### src/rtl/pram_loader_pkg.sv
// Shared types and constants for the program-RAM loader.
package pram_loader_pkg;

    localparam int unsigned BYTES_PER_WORD = 2;
    localparam int unsigned ERR_W          = 2;

    typedef enum logic [3:0] {
        ST_IDLE,
        ST_LEN_HI,
        ST_LEN_LO,
        ST_DATA_HI,
        ST_DATA_LO,
        ST_WRITE,
        ST_CHK,
        ST_DONE,
        ST_ERR
    } state_t;

    localparam logic [ERR_W-1:0] ERR_NONE = 2'b00;
    localparam logic [ERR_W-1:0] ERR_LEN  = 2'b01;
    localparam logic [ERR_W-1:0] ERR_CHK  = 2'b10;
    localparam logic [ERR_W-1:0] ERR_TMO  = 2'b11;

    // States in which a stalled byte stream counts towards the timeout.
    function automatic logic is_timed(input state_t s);
        return (s == ST_LEN_LO) || (s == ST_DATA_HI) || (s == ST_DATA_LO) || (s == ST_CHK);
    endfunction

endpackage

### src/rtl/pram_loader_timer.sv
// Idle-cycle counter: flags expiry after TIMEOUT_CYC enabled cycles without a clear.
module pram_loader_timer #(
    parameter int unsigned TIMEOUT_CYC = 65535
) (
    input  logic clk,
    input  logic rst_n,
    input  logic clr,
    input  logic en,
    output logic expired
);

    generate
        if (TIMEOUT_CYC == 0) begin : g_off
            assign expired = 1'b0;
        end else begin : g_on
            localparam int unsigned CNT_W = (TIMEOUT_CYC > 1) ? $clog2(TIMEOUT_CYC) : 1;
            localparam logic [CNT_W-1:0] LAST = CNT_W'(TIMEOUT_CYC - 1);

            logic [CNT_W-1:0] cnt;

            // Counts idle cycles already elapsed; saturates at LAST.
            always_ff @(posedge clk or negedge rst_n) begin
                if (!rst_n) begin
                    cnt <= '0;
                end else if (clr || !en) begin
                    cnt <= '0;
                end else if (cnt != LAST) begin
                    cnt <= cnt + CNT_W'(1);
                end
            end

            assign expired = en && !clr && (cnt == LAST);
        end
    endgenerate

endmodule

### src/rtl/pram_loader.sv
// Byte-stream loader for the program RAM: length, big-endian words, checksum.
module pram_loader
    import pram_loader_pkg::*;
#(
    parameter int unsigned ADDR_W      = 12,
    parameter int unsigned DATA_W      = 16,
    parameter int unsigned TIMEOUT_CYC = 65535
) (
    input  logic              clk,
    input  logic              rst_n,
    input  logic              start,
    input  logic [7:0]        rx_data,
    input  logic              rx_valid,
    output logic              rx_ready,
    output logic              pram_cs,
    output logic              pram_we,
    output logic [ADDR_W-1:0] pram_adr,
    output logic [DATA_W-1:0] pram_data,
    output logic              busy,
    output logic              done,
    output logic [ERR_W-1:0]  err
);

    localparam logic [16:0] MAX_WORDS = 17'(2 ** ADDR_W);

    state_t            state;
    logic [7:0]        len_hi;
    logic [7:0]        data_hi;
    logic [7:0]        sum;
    logic [ADDR_W-1:0] idx;
    logic [ADDR_W-1:0] last_idx;

    logic        rx_fire_c;
    logic        timer_en_c;
    logic        tmo_c;
    logic        len_bad_c;
    logic [15:0] len_c;
    logic [7:0]  sum_nxt_c;

    assign rx_fire_c  = rx_valid && rx_ready;
    assign timer_en_c = is_timed(state);
    assign len_c      = {len_hi, rx_data};
    assign len_bad_c  = (len_c == 16'd0) || ({1'b0, len_c} > MAX_WORDS);
    assign sum_nxt_c  = sum + rx_data;

    pram_loader_timer #(
        .TIMEOUT_CYC (TIMEOUT_CYC)
    ) u_timer (
        .clk     (clk),
        .rst_n   (rst_n),
        .clr     (rx_fire_c),
        .en      (timer_en_c),
        .expired (tmo_c)
    );

    // Frame sequencer; every output is a flop updated alongside the state.
    always_ff @(posedge clk or negedge rst_n) begin
        if (!rst_n) begin
            state     <= ST_IDLE;
            len_hi    <= '0;
            data_hi   <= '0;
            sum       <= '0;
            idx       <= '0;
            last_idx  <= '0;
            rx_ready  <= 1'b0;
            pram_cs   <= 1'b0;
            pram_we   <= 1'b0;
            pram_adr  <= '0;
            pram_data <= '0;
            busy      <= 1'b0;
            done      <= 1'b0;
            err       <= ERR_NONE;
        end else begin
            pram_cs <= 1'b0;
            pram_we <= 1'b0;
            if (rx_fire_c) begin
                sum <= sum_nxt_c;
            end

            if (tmo_c) begin
                state    <= ST_ERR;
                err      <= ERR_TMO;
                busy     <= 1'b0;
                rx_ready <= 1'b0;
            end else begin
                unique case (state)
                    ST_IDLE, ST_DONE, ST_ERR: begin
                        if (start) begin
                            state    <= ST_LEN_HI;
                            done     <= 1'b0;
                            err      <= ERR_NONE;
                            idx      <= '0;
                            sum      <= '0;
                            busy     <= 1'b1;
                            rx_ready <= 1'b1;
                        end
                    end
                    ST_LEN_HI: begin
                        if (rx_fire_c) begin
                            len_hi <= rx_data;
                            state  <= ST_LEN_LO;
                        end
                    end
                    ST_LEN_LO: begin
                        if (rx_fire_c) begin
                            if (len_bad_c) begin
                                state    <= ST_ERR;
                                err      <= ERR_LEN;
                                busy     <= 1'b0;
                                rx_ready <= 1'b0;
                            end else begin
                                last_idx <= ADDR_W'(len_c - 16'd1);
                                state    <= ST_DATA_HI;
                            end
                        end
                    end
                    ST_DATA_HI: begin
                        if (rx_fire_c) begin
                            data_hi <= rx_data;
                            state   <= ST_DATA_LO;
                        end
                    end
                    ST_DATA_LO: begin
                        if (rx_fire_c) begin
                            pram_data <= DATA_W'({data_hi, rx_data});
                            pram_adr  <= idx;
                            pram_cs   <= 1'b1;
                            pram_we   <= 1'b1;
                            rx_ready  <= 1'b0;
                            state     <= ST_WRITE;
                        end
                    end
                    ST_WRITE: begin
                        rx_ready <= 1'b1;
                        if (idx == last_idx) begin
                            state <= ST_CHK;
                        end else begin
                            idx   <= idx + ADDR_W'(1);
                            state <= ST_DATA_HI;
                        end
                    end
                    ST_CHK: begin
                        if (rx_fire_c) begin
                            busy     <= 1'b0;
                            rx_ready <= 1'b0;
                            if (sum_nxt_c == 8'd0) begin
                                state <= ST_DONE;
                                done  <= 1'b1;
                            end else begin
                                state <= ST_ERR;
                                err   <= ERR_CHK;
                            end
                        end
                    end
                    default: begin
                        state    <= ST_IDLE;
                        busy     <= 1'b0;
                        rx_ready <= 1'b0;
                    end
                endcase
            end
        end
    end

endmodule

### config.mk
export PLATFORM = sky130hd
export DESIGN_NAME = pram_loader
export DESIGN_NICKNAME = d
export VERILOG_FILES = /design/src/rtl/pram_loader_pkg.sv /design/src/rtl/pram_loader_timer.sv /design/src/rtl/pram_loader.sv
export SDC_FILE = /design/constraint.sdc
export NUM_CORES = 1
export LEC_CHECK = 0
export CAP_MARGIN = 30
export CORE_UTILIZATION = 40
export DETAILED_ROUTE_END_ITERATION = 8
export PLACE_DENSITY = 0.69
export SLEW_MARGIN = 10
export SYNTH_ARGS = -nofsm -noshare
export SYNTH_HDL_FRONTEND = slang
export SYNTH_SLANG_ARGS = --single-unit
### constraint.sdc
create_clock -name clk -period 3.2 [get_ports clk]
set_input_delay 0.32 -clock clk [delete_from_list [all_inputs] [get_ports clk]]
set_output_delay 0.32 -clock clk [all_outputs]
set_load 0.02 [all_outputs]
After elaboration in Yosys (flattened, before gate mapping):

Cells that the tools add are included.

* register bits after elaboration: 102
* input bits: 12
* output and inout bits: 35

* add/subtract/negate cells: 4
* $lt $le $gt $ge: 1
* equal/unequal tests: 26
* multiplexer cells: 42
* bitwise logic cells: 2
* reductions and logical operators: 31

Operators with widths (count)
* $mux W4: 9
* $mux W16: 2
* $mux W8: 4
* $pmux W4 S7: 1
* $mux W12: 2
* $pmux W12 S2: 1
* $add A16 B1 Y16 const B: 1
* $eq A16 B16 Y1 const B: 1
* $eq A4 B3 Y1 const B: 4
* $gt A16 B13 Y1 const B: 1
* $logic_not A16 Y1: 1
* $ne A16 B16 Y1 const B: 1
* $ne A3 B2 Y1 const B: 5
* $reduce_and A5 Y1: 3
* $add A12 B1 Y12 const B: 1
* $eq A12 B12 Y1: 1
* $mux W1: 12
* $mux W2: 6
* $reduce_and A6 Y1: 2
* $sub A12 B1 Y12 const B: 1
* $ne A3 B3 Y1 const B: 3
* $reduce_and A3 Y1: 3
* $add A8 B8 Y8: 1
* $eq A4 B2 Y1 const B: 2
* other kinds (22): 38

Depth between registers and ports, before layout:

Gate-level depths: netlist of the first run.

* depth in word-level cells: 8
* mapped depth: 9
* mapped depth without buffers: 8

Hierarchy:

Synthesis of the first run repeated with hierarchy kept, for this count alone.

* cell total of the unflattened synthesis: 558
* area total of the unflattened synthesis: 5422.7 um^2

By module, submodules not included
* pram_loader: times used 1, cells each 461, area an instance 4504.3 um^2, sequential area each 2152.1 um^2
* pram_loader_timer: times used 1, cells each 97, area an instance 918.4 um^2, sequential area each 400.4 um^2

Worst setup path before layout of the first run:

Ideal clock, no wire load.

* kind: reg-to-reg
* start point: register sum[0]
* end point: register state[0]
* setup time: 0.088 ns
* arrival: 2.352 ns
* required time: 3.112 ns
* setup slack: 0.760 ns
* stages on the path, launching flop included: 9
* clock period less this slack: 2.440 ns
* path through: dfrtp_1 ha_1 fa_1 a211oi_1 o21ba_2 o221ai_1 a211oi_1 nand2_1 a41oi_1

* word-level cells in the longest chain between the ends: 6

Ends and longest elaborated chain
* start, declared: RTL line pram_loader.sv:29 `logic [7:0] sum;`
* start signal, assigned: RTL line pram_loader.sv:77 `sum <= sum_nxt_c;`
* $add A8 B8 Y8: RTL line pram_loader.sv:44 `assign sum_nxt_c = sum + rx_data;`
* $logic_not A8 Y1: RTL line pram_loader.sv:146 `if (sum_nxt_c == 8'd0) begin`
* $mux W4: RTL line pram_loader.sv:146
* $mux W4: RTL line pram_loader.sv:143 `if (rx_fire_c) begin`
* $pmux W4 S7: RTL line pram_loader.sv:86 `unique case (state)`
* $mux W4: RTL line pram_loader.sv:80 `if (tmo_c) begin`
* end signal, assigned: RTL line pram_loader.sv:81 `state <= ST_ERR;`
* end signal, assigned: RTL line pram_loader.sv:89 `state <= ST_LEN_HI;`
* end signal, assigned: RTL line pram_loader.sv:147 `state <= ST_DONE;`
* end, declared: RTL line pram_loader.sv:26 `state_t state;`

Every way passes these cells. The select of a mux whose other input is x is not followed.
A chain may end at the register's enable or synchronous reset.

Worst setup path in the final report of the first run:

* start point: input rx_data[2]
* end point: register state[1]

* word-level cells in the longest chain between the ends: 6
* elaborated cells between the ends (all ways): 11

Ends and longest elaborated chain
* start, declared: RTL line pram_loader.sv:12 `input logic [7:0] rx_data,`
* $add A8 B8 Y8, or another cell as far along: RTL line pram_loader.sv:44
* $logic_not A8 Y1 / $logic_or A1 B1 Y1 (equally long branches): RTL line pram_loader.sv:146, pram_loader.sv:43
* $mux W4, on equally long branches: RTL line pram_loader.sv:146, pram_loader.sv:106
* $mux W4, on equally long branches: RTL line pram_loader.sv:143, pram_loader.sv:105
* $pmux W4 S7 (*): RTL line pram_loader.sv:86
* $mux W4 (*): RTL line pram_loader.sv:80

Every way passes the cells marked *; elsewhere a longest branch is shown, timed or not. The select of a mux whose other input is x is not followed.

==> key figures, run 1 <==
Run status
  – Outcome: completed

Global routing
  – First-pass GRT wire length: 19900 microns
  – Initial antenna violation count: 0
  – GR Layer Usage met2: 0.318
  – Vias in the first global route: 4123
  – Busiest grt layer: met2
  – Gr ovfl total: 0
  – M3 GR Usage: 0.0453
  – GRT Util Overall: 0.191
  – Largest net degree at the start of global routing: 65
  – M1 GR Usage: 0.238

STA
  – Total negative slack: 0 ns
  – RSZ-0062 raised after global routing: no
  – Clk_skew: 0.00926 ns
  – Final Setup Violations: 0
  – Relative slew margins: 0.444
  – Tcrit/Tclk final: 0.842
  – Hold WS: 0.0604 ns
  – Peak Freq: 371 MHz
  – Slew @ Worst Pin: 0.834 ns
  – Max-slew violation count: 0
  – Final number of hold-violating endpoints: 0
  – Min cycle time layout: 2.69 ns

Final layout
  – Most frequent cells in the layout: dfrtp_1 (102), nand2_1 (89), clkdlybuf4s50_1 (45)
  – FILL cells: 1185
  – Post-layout util: 0.489
  – Most common cell after layout, fill and taps aside: dfrtp_1
  – Ant diodes: 0
  – Nets: 605
  – Area Growth Syn to Fin: 18.2%
  – Share of layout cells above drive strength 1: 0.125

Critical path
  – Crit path required time: 3.46 ns
  – Max FO, Critical Path: 4
  – Critical Path AT: 2.96 ns
  – Flop-to-flop setup slack: 0.59 ns
  – Crit path capture type: flop
  – Setup CP Type: in2reg
  – CP Launch Type: primary input

Synthesis
  – Post-Synthesis Net Count: 558
  – Mapped Cells: 534
  – Register area share after synthesis: 0.483
  – Mapped Area: around 0.0053 sq mm
  – Synth Flop Type: dfrtp_1
  – Synthesized flop and latch total: 102
  – Ys async rst share: 1.00
  – Yosys Warn Count: 0
  – Synth cell types: 67
  – Mean Syn Cell Area: 9.90 sq um
  – Number of flops mapped to enable cells by yosys: 0

Detailed routing
  – Final wirelength: 11900 microns
  – Initial DRT Pass Iterations: 5
  – DR vias/cell: 5.49
  – Routed Antenna Nets: 0
  – Vias after detailed routing: 4165
  – DR iter-0 viols: 179
  – # DRC: 0
  – Drt wl/cell: approximately 16 microns

Placed design
  – GP Congestion: 0.911
  – Port bufs: between 40 and 50
  – Hpwl dp: 8450 microns

Floorplan
  – Initial core utilization: 0.414
  – DIE WIDTH: about 120 microns
  – Top Ports: 47
  – Rows: roughly 40
  – Die Ht: approximately 120 microns
  – Core area: 0.0128 sq mm
  – Die area: roughly 0.014 sq mm

Clock network
  – Clk Tree Root Cell: clkbuf_16
  – # H-tree levels: 3
  – Buffer depth of the longest clock path: 2
  – Clk sinks: 102
  – Setup bufs post-CTS: 0
  – CTS tree: built
  – Clock transition at path regs: ~0.080 ns
  – CTS hold repair buffers: 0
  – Clock latency on the worst-skew pair: 0.36 ns
  – Post_cts resized: 0
  – Num CTS Buffers: 9

Pwr
  – Power Density: between 700 and 800 mW/mm^2
  – PnR Total Power: 4.80 mW
  – Cell leakage power: ~2.6 nW
  – Worst vdd ir: 0.000412 V

Min path
  – Worst hold path class: in2async

Run
  – MaxCap Viol Count: 0
cell type report:
| cell class | instances | area (sq um) | share of cell area |
|---|---|---|---|
| flip-flops and latches | 102 | 2550 | 0.408 |
| clock buffers | 9 | 225 | 0.0360 |
| inverters | 11 | 41.3 | 0.00660 |
| multi-input cells | 400 | 2600 | 0.416 |
| well taps | 172 | 215 | 0.0344 |
| repair buffers | 57 | 553 | 0.0885 |
| clock inverters | 7 | 65.1 | 0.0104 |
stage by stage:
stage               instance area, sq um  setup slack (ns)  std cells
finish                              6250             0.505        758
global route                        6250             0.330        758
detailed placement                  5960             0.125        742
global placement                    5960             0.264        742
CTS                                 6250             0.540        758
floorplan                           5290             0.760        534
worst max-delay path: stages:
cell,delay [ns]
clkdlybuf4s50_1,0.49
ha_1,0.38
o21ai_0,0.36
nor4b_1,0.14
or3b_2,0.50
a211oi_1,0.28
buf_4,0.18
nand2_1,0.10
a22oi_1,0.20
synth_stat cells, types with 8 or more instances:
master / n / area, sq um
ha_1: 11 / 138
nand2_1: 89 / 334
clkbuf_1: 12 / 45.0
nor2_1: 40 / 150
a21oi_1: 18 / 90.1
xnor2_1: 26 / 228
dfrtp_1: 102 / 2550
xor2_1: 11 / 96.3
nand4_1: 12 / 75.1
or3_1: 8 / 50.1
nor3_1: 12 / 60.1
inv_1: 10 / 37.5
mux2_2: 33 / 372
nand3_1: 8 / 40.0
o21ai_0: 31 / 155
where the power goes:
part	total, mW	switching (mW)	internal, mW
clock network	1.09	0.537	0.549
logic	1.82	1.00	0.815
registers	1.89	0.294	1.60
total	4.80	1.84	2.96
flip-flops by register name, summed over array words and instances (netlist names):
signal	cells
pram_data	16
u_timer.g_on.cnt	16
idx	12
last_idx	12
pram_adr	12
data_hi	8
len_hi	8
sum	8
state	4
err	2
busy	1
done	1
pram_we	1
rx_ready	1
logic make-up after synthesis:
family          count (synthesis)  synth area share
simple gates                  214             0.198
flops                         102             0.483
compound gates                101             0.127
xor+xnor                       37            0.0613
mux                            36            0.0759
buf+inv                        32            0.0258
fa+ha+maj                      12            0.0298
per-layer routing:
layer	vias up	part of all wire
li1	2003	-
met1	2031	0.45
met2	110	0.48
met3	21	0.048
met4	0	0.020
met5	-	0
path summary, 6_finish.rpt:
path,start,endpoint,depth (start not counted)
worst min register to register,data_hi[6],pram_data[14],2
max in group asynchronous,rst_n,last_idx[8],2
worst max-delay path,rx_data[2],state[1],9
min in group clk,data_hi[6],pram_data[14],2
worst max register to register,state[2],idx[7],6
worst min-delay path,rst_n,state[0],1
Note: power is estimated with default switching activity, not from simulation.
==> inputs of run 2 (changes only) <==
--- a/config.mk
+++ b/config.mk
@@ -8,7 +8,7 @@
 export CAP_MARGIN = 30
 export CORE_UTILIZATION = 40
 export DETAILED_ROUTE_END_ITERATION = 8
-export PLACE_DENSITY = 0.69
+export PLACE_DENSITY = 0.71
 export SLEW_MARGIN = 10
 export SYNTH_ARGS = -nofsm -noshare
 export SYNTH_HDL_FRONTEND = slang
==> constraint.sdc (replaced) <==
create_clock -name clk -period 2.22 [get_ports clk]
set_input_delay 0.222 -clock clk [delete_from_list [all_inputs] [get_ports clk]]
set_output_delay 0.222 -clock clk [all_outputs]
set_load 0.02 [all_outputs]
==> run 2 against run 1 <==
  * The flow now finishes with violations (negative setup slack)
  * Routed wire length up 11%
  * Sequential share of layout area shrank 5.0 points
  * Utilization rose by 6.8 points
  * Clock power grew 44%
  * Highest routed layer unchanged
==> key figures, run 2 (synthesized netlist as in run 1, its figures left out) <==
Run status
  – Outcome: finished with violations
  – Failing checks: negative setup slack

Run
  – MaxCap Viol Count: 0

Critical path
  – Slowest-stage cell, CP: dfrtp_1
  – Crit path top cell by count: buf_4
  – CP Launch Type: flop
  – RR Endpoint: err[0]
  – Setup CP Type: reg2reg
  – Cells along the critical path: ha_4, fa_2, a211oi_2, buf_4, nor2_2, o221ai_2, a211oi_4, buf_4, a21oi_2, a2bb2oi_2
  – CP delay by family, top: compound AO/OA/AOI/OAI gates
  – Flop-to-flop setup slack: -0.09 ns
  – RR Startpoint: sum[0]
  – Crit-path max cell delay: 0.42 ns
  – Crit path required time: approximately 2.5 ns
  – Critical Path AT: 2.60 ns
  – Reg2reg path depth: 10
  – WP buf/inv: 2
  – Max FO, Critical Path: 4
  – Crit path capture type: flop

Floorplan
  – Core area: 0.0128 sq mm
  – DIE WIDTH: ~120 microns
  – Top Ports: 47
  – Die Ht: 117 microns
  – Die area: ~0.014 sq mm
  – Rows: 41
  – Initial core utilization: 0.414

Final layout
  – Largest regs: pram_data x16, u_timer.g_on.cnt x16
  – Ant diodes: 0
  – Area occupied by multi-input gates: 0.00285 sq mm
  – FILL cells: 1094
  – Reg area: 0.00255 sq mm
  – Share of layout cells above drive strength 1: 0.285
  – Post-layout util: 0.558
  – Nets: 682
  – Area Growth Syn to Fin: 34.7%
  – Most common cell after layout, fill and taps aside: dfrtp_1
  – Most frequent cells in the layout: dfrtp_1 (102), nand2_1 (84), buf_4 (79)

STA
  – Min cycle time layout: 2.31 ns
  – Total negative slack: -0.376 ns
  – Max-slew violation count: 0
  – Final number of hold-violating endpoints: 0
  – Peak Freq: 433 MHz
  – Clk_skew: 0.0113 ns
  – Hold WS: 0.422 ns
  – Tcrit/Tclk final: 1.04
  – Slew @ Worst Pin: 0.602 ns
  – Relative slew margins: 0.598
  – RSZ-0062 raised after global routing: yes
  – Setup slack after layout: -0.0891 ns
  – Final Setup Violations: 7

Clock network
  – Buffer depth of the longest clock path: 2
  – Clk sinks: 102
  – Clock transition at path regs: about 0.080 ns
  – Num CTS Buffers: 9
  – Clock latency on the worst-skew pair: 0.36 ns
  – # H-tree levels: 3
  – Clk Tree Root Cell: clkbuf_16
  – CTS tree: built

Detailed routing
  – DR vias/cell: 5.32
  – Vias after detailed routing: 4439
  – Initial DRT Pass Iterations: 6
  – Routed Antenna Nets: 0
  – Final wirelength: 13300 microns
  – # DRC: 0
  – DR iter-0 viols: 242
  – Drt wl/cell: 15.9 microns

Global routing
  – Vias in the first global route: 4229
  – Largest net degree at the start of global routing: 46
  – GRT Util Overall: 0.199
  – Initial antenna violation count: 0
  – Gr ovfl total: 0
  – First-pass GRT wire length: between 20000 and 25000 microns

Pwr
  – Combinational share of power: 0.470
  – Sw Share: 0.375
  – Power Density: roughly 1100 mW/mm^2
  – PnR Total Power: ~8.0 mW
  – Worst vdd ir: slightly below 0.0006 V
  – Cell Int Power: 5.00 mW
  – P_sw: 3.00 mW
  – Cell leakage power: 3.08 nW
  – Flop pwr share: 0.333
  – Clock network power share: 0.197

Placed design
  – Hpwl dp: 9320 microns
  – GP Congestion: 0.832
  – Pre-CTS WS: -0.605 ns
  – Port bufs: 46

Min path
  – Worst hold path class: in2async
## run 2: timing repair
item / CTS / global route
hold buffers: 1 / 0
setup buffers: 1 / 7
gates cloned: 0 / 2
hold endpoints to repair: 43 / 0
gates resized for setup: 21 / 52
pin swaps: 10 / 10
endpoints found under the setup margin: 20 / 25
## run 2: power by group through the flow
stage / sequential, mW / clock (mW) / combinational [mW]
after floorplan: 2.76 / 0 / 1.78
after CTS: 2.64 / 1.60 / 3.41
after detailed placement: 2.66 / 0 / 3.24
after global routing: 2.71 / 1.68 / 4.07
final: 2.66 / 1.57 / 3.76
after global placement: 2.64 / 0 / 3.18
## run 2: worst max-delay path by stage
stage	from	to	slack, ns	cells after the start
2_1_floorplan	sum[2]	state[3]	0.02	7
3_3_place_gp	rx_data[5]	state[0]	-0.54	9
3_5_place_dp	rx_data[5]	state[2]	-0.61	10
4_1_cts	sum[0]	state[1]	-0.08	8
5_1_grt	sum[1]	err[0]	-0.16	8
6_report	sum[0]	err[0]	-0.09	10
## run 2: per-layer routing
metal,part of all wire,GRT usage
met5,0,0
met4,0.025,0.0793
met3,0.028,0.0288
met2,0.50,0.335
met1,0.45,0.258
## run 2: area by class of cell
class                   instances  share of cell area
clock buffers                  10              0.0335
clock inverters                 6             0.00808
inverters                      11             0.00580
multi-input cells             400               0.400
flip-flops and latches        102               0.358
well taps                     172              0.0302
repair buffers                134               0.164
## run 2: stage by stage
stage	instance area (sq um)	std cells
4_1_cts	6890	826
6_report	7120	835
5_1_grt	7120	835
3_5_place_dp	6490	808
2_1_floorplan	5310	534
3_3_place_gp	6490	808
==> inputs of run 3 (changes only) <==
--- a/config.mk
+++ b/config.mk
@@ -6,9 +6,12 @@
 export NUM_CORES = 1
 export LEC_CHECK = 0
 export CAP_MARGIN = 30
+export CELL_PAD_IN_SITES_DETAIL_PLACEMENT = 0
+export CELL_PAD_IN_SITES_GLOBAL_PLACEMENT = 1
 export CORE_UTILIZATION = 40
 export DETAILED_ROUTE_END_ITERATION = 8
-export PLACE_DENSITY = 0.71
+export PLACE_DENSITY = 0.85
+export SKIP_LAST_GASP = 1
 export SLEW_MARGIN = 10
 export SYNTH_ARGS = -nofsm -noshare
 export SYNTH_HDL_FRONTEND = slang
==> run 3 against run 2 <==
  * The run still ends with negative setup slack left
  * First-iteration DRC count down 9.5%
  * Power is 4.9% higher
  * Count of clock-buffer cells in the layout unchanged
  * Via count up 2.0%
  * Critical path depth fell by 1
  * Setup slack worse by 0.024 ns
  * Sequential power hardly changed
  * Clock power grew 27%
  * Worst hold slack lost 0.0014 ns
  * Cell area rose by 1.5%
  * Non-clock buffer count rose by 6
  * Final cell count increased by 0.72%
  * Critical endpoint unchanged
==> key figures, run 3 (synthesized netlist as in run 1, its figures left out) <==
Final layout
  – FILL cells: 1049
  – Ant diodes: 0
  – Largest regs: pram_data x16, u_timer.g_on.cnt x16
  – Most common cell after layout, fill and taps aside: dfrtp_1
  – Most frequent cells in the layout: dfrtp_1 (102), buf_4 (88), nand2_1 (82)
  – Nets: 688
  – Area Growth Syn to Fin: 36.7%
  – Final Instance Area: 0.00723 sq mm
  – Share of layout cells above drive strength 1: 0.286

Global routing
  – Largest net degree at the start of global routing: 53
  – Gr ovfl total: 0
  – Vias in the first global route: 4445
  – GRT Util Overall: 0.206
  – Initial antenna violation count: 0
  – First-pass GRT wire length: 21400 microns

STA
  – Max-slew violation count: 0
  – Final Setup Violations: 14
  – Clk_skew: 0.00953 ns
  – Final number of hold-violating endpoints: 0
  – RSZ-0062 raised after global routing: yes
  – Setup slack after layout: -0.113 ns
  – Peak Freq: 429 MHz
  – Tcrit/Tclk final: 1.05
  – Min cycle time layout: 2.33 ns
  – Relative slew margins: 0.543
  – Hold WS: 0.420 ns
  – Slew @ Worst Pin: approximately 0.69 ns

Critical path
  – Crit path required time: 2.46 ns
  – RR Endpoint: err[0]
  – Crit-path max cell delay: 0.42 ns
  – Setup CP Type: reg2reg
  – CP delay by family, top: compound AO/OA/AOI/OAI gates
  – Critical Path AT: about 2.6 ns
  – Stages on the worst setup path: 9
  – WP buf/inv: 2
  – Slowest-stage cell, CP: dfrtp_1
  – Cells along the critical path: ha_4, buf_6, a211oi_4, nor4b_4, or3b_4, a211oi_4, buf_4, a21oi_2, a2bb2oi_1
  – Crit path top cell by count: a211oi_4
  – RR Startpoint: sum[0]
  – Crit. Startpoint: sum[0]
  – Worst Setup EP: err[0]
  – Reg2reg path depth: 9
  – Flop-to-flop setup slack: -0.11 ns
  – CP Launch Type: flop
  – Crit path capture type: flop
  – Max FO, Critical Path: 4

Placed design
  – Pre-CTS WS: -0.497 ns
  – Post-DP Area: 0.00654 sq mm
  – Hpwl dp: around 9400 microns
  – GP Congestion: around 0.9
  – Port bufs: 46

Pwr
  – Flop pwr share: 0.315
  – Cell Int Power: 5.42 mW
  – Combinational share of power: 0.449
  – PnR Total Power: 8.39 mW
  – Sw Share: 0.354
  – Worst vdd ir: between 0.0005 and 0.0006 V
  – Cell leakage power: ~3.2 nW
  – Power Density: 1160 mW/mm^2
  – Clock network power share: 0.237
  – P_sw: 2.97 mW

Detailed routing
  – Final wirelength: 13500 microns
  – Initial DRT Pass Iterations: 4
  – DR vias/cell: 5.38
  – Vias after detailed routing: 4528
  – Routed Antenna Nets: 0
  – # DRC: 0
  – Drt wl/cell: 16.0 microns
  – DR iter-0 viols: 219

Min path
  – WHS Path Cells: 3
  – Worst hold path class: in2reg

Run
  – MaxCap Viol Count: 0

Run status
  – Outcome: finished with violations
  – Failing checks: negative setup slack

Clock network
  – CTS tree: built
  – Clock latency on the worst-skew pair: 0.36 ns
  – Clk sinks: a little over 100
  – Clk Tree Root Cell: clkbuf_16
  – # H-tree levels: 3
  – Buffer depth of the longest clock path: 2
  – Num CTS Buffers: 9
  – Clock transition at path regs: roughly 0.070 ns

Floorplan
  – Die area: 0.0137 sq mm
  – DIE WIDTH: 117 microns
  – Top Ports: 47
  – Core area: 0.0128 sq mm
  – Die Ht: about 120 microns
  – Initial core utilization: 0.414
  – Rows: 41
## run 3: how the worst min path moves through the flow
stage | from | endpoint
floorplan | rst_n | busy
global route | rx_data[1] | data_hi[1]
detailed placement | rst_n | pram_adr[9]
finish | rx_data[1] | data_hi[1]
CTS | rx_data[0] | last_idx[0]
global placement | rst_n | pram_adr[9]
## run 3: layout make-up
class	count	area (sq um)	share of cell area
well taps	172	215	0.0298
clock inverters	6	138	0.0190
repair buffers	140	1230	0.170
multi-input cells	400	2810	0.389
flip-flops and latches	102	2550	0.353
clock buffers	10	239	0.0331
inverters	11	41.3	0.00571
## run 3: power by group through the flow
| stage | registers (mW) | logic [mW] | clock network [mW] |
|---|---|---|---|
| global placement | 2.62 | 3.19 | 0 |
| detailed placement | 2.65 | 3.29 | 0 |
| CTS | 2.61 | 3.51 | 2.01 |
| finish | 2.64 | 3.76 | 1.99 |
| global route | 2.69 | 4.07 | 2.11 |
| floorplan | 2.76 | 1.78 | 0 |
## run 3: worst min-delay path: stages
cell,delay [ns]
dlygate4sd2_1,0.23
buf_4,0.15
mux2_2,0.14
## run 3: stage by stage
| step | instances | util | TNS, ns |
|---|---|---|---|
| 2_1_floorplan | 534 | - | 0 |
| 3_3_place_gp | 815 | 0.512 | -8.37 |
| 3_5_place_dp | 815 | 0.512 | -9.31 |
| 4_1_cts | 835 | 0.549 | -0.582 |
| 5_1_grt | 841 | 0.566 | -1.82 |
| 6_report | 841 | 0.566 | -0.600 |
## run 3: routing by layer
metal | vias to the layer above | wire length, microns | GRT usage
li1 | 2163 | - | -
met1 | 2252 | 5830 | 0.258
met2 | 89 | 6760 | 0.349
met3 | 24 | 543 | 0.0407
met4 | 0 | 332 | 0.0844
met5 | - | 0 | 0
## run 3: what timing repair did
| item | CTS | global route |
|---|---|---|
| pin swaps | 11 | 17 |
| endpoints found under the setup margin | 19 | 22 |
| endpoints found under the hold margin | 50 | 0 |
| resized for setup | 18 | 38 |
| hold buffers | 1 | 0 |
| gates cloned | 0 | 2 |
| buffers inserted | 3 | 4 |
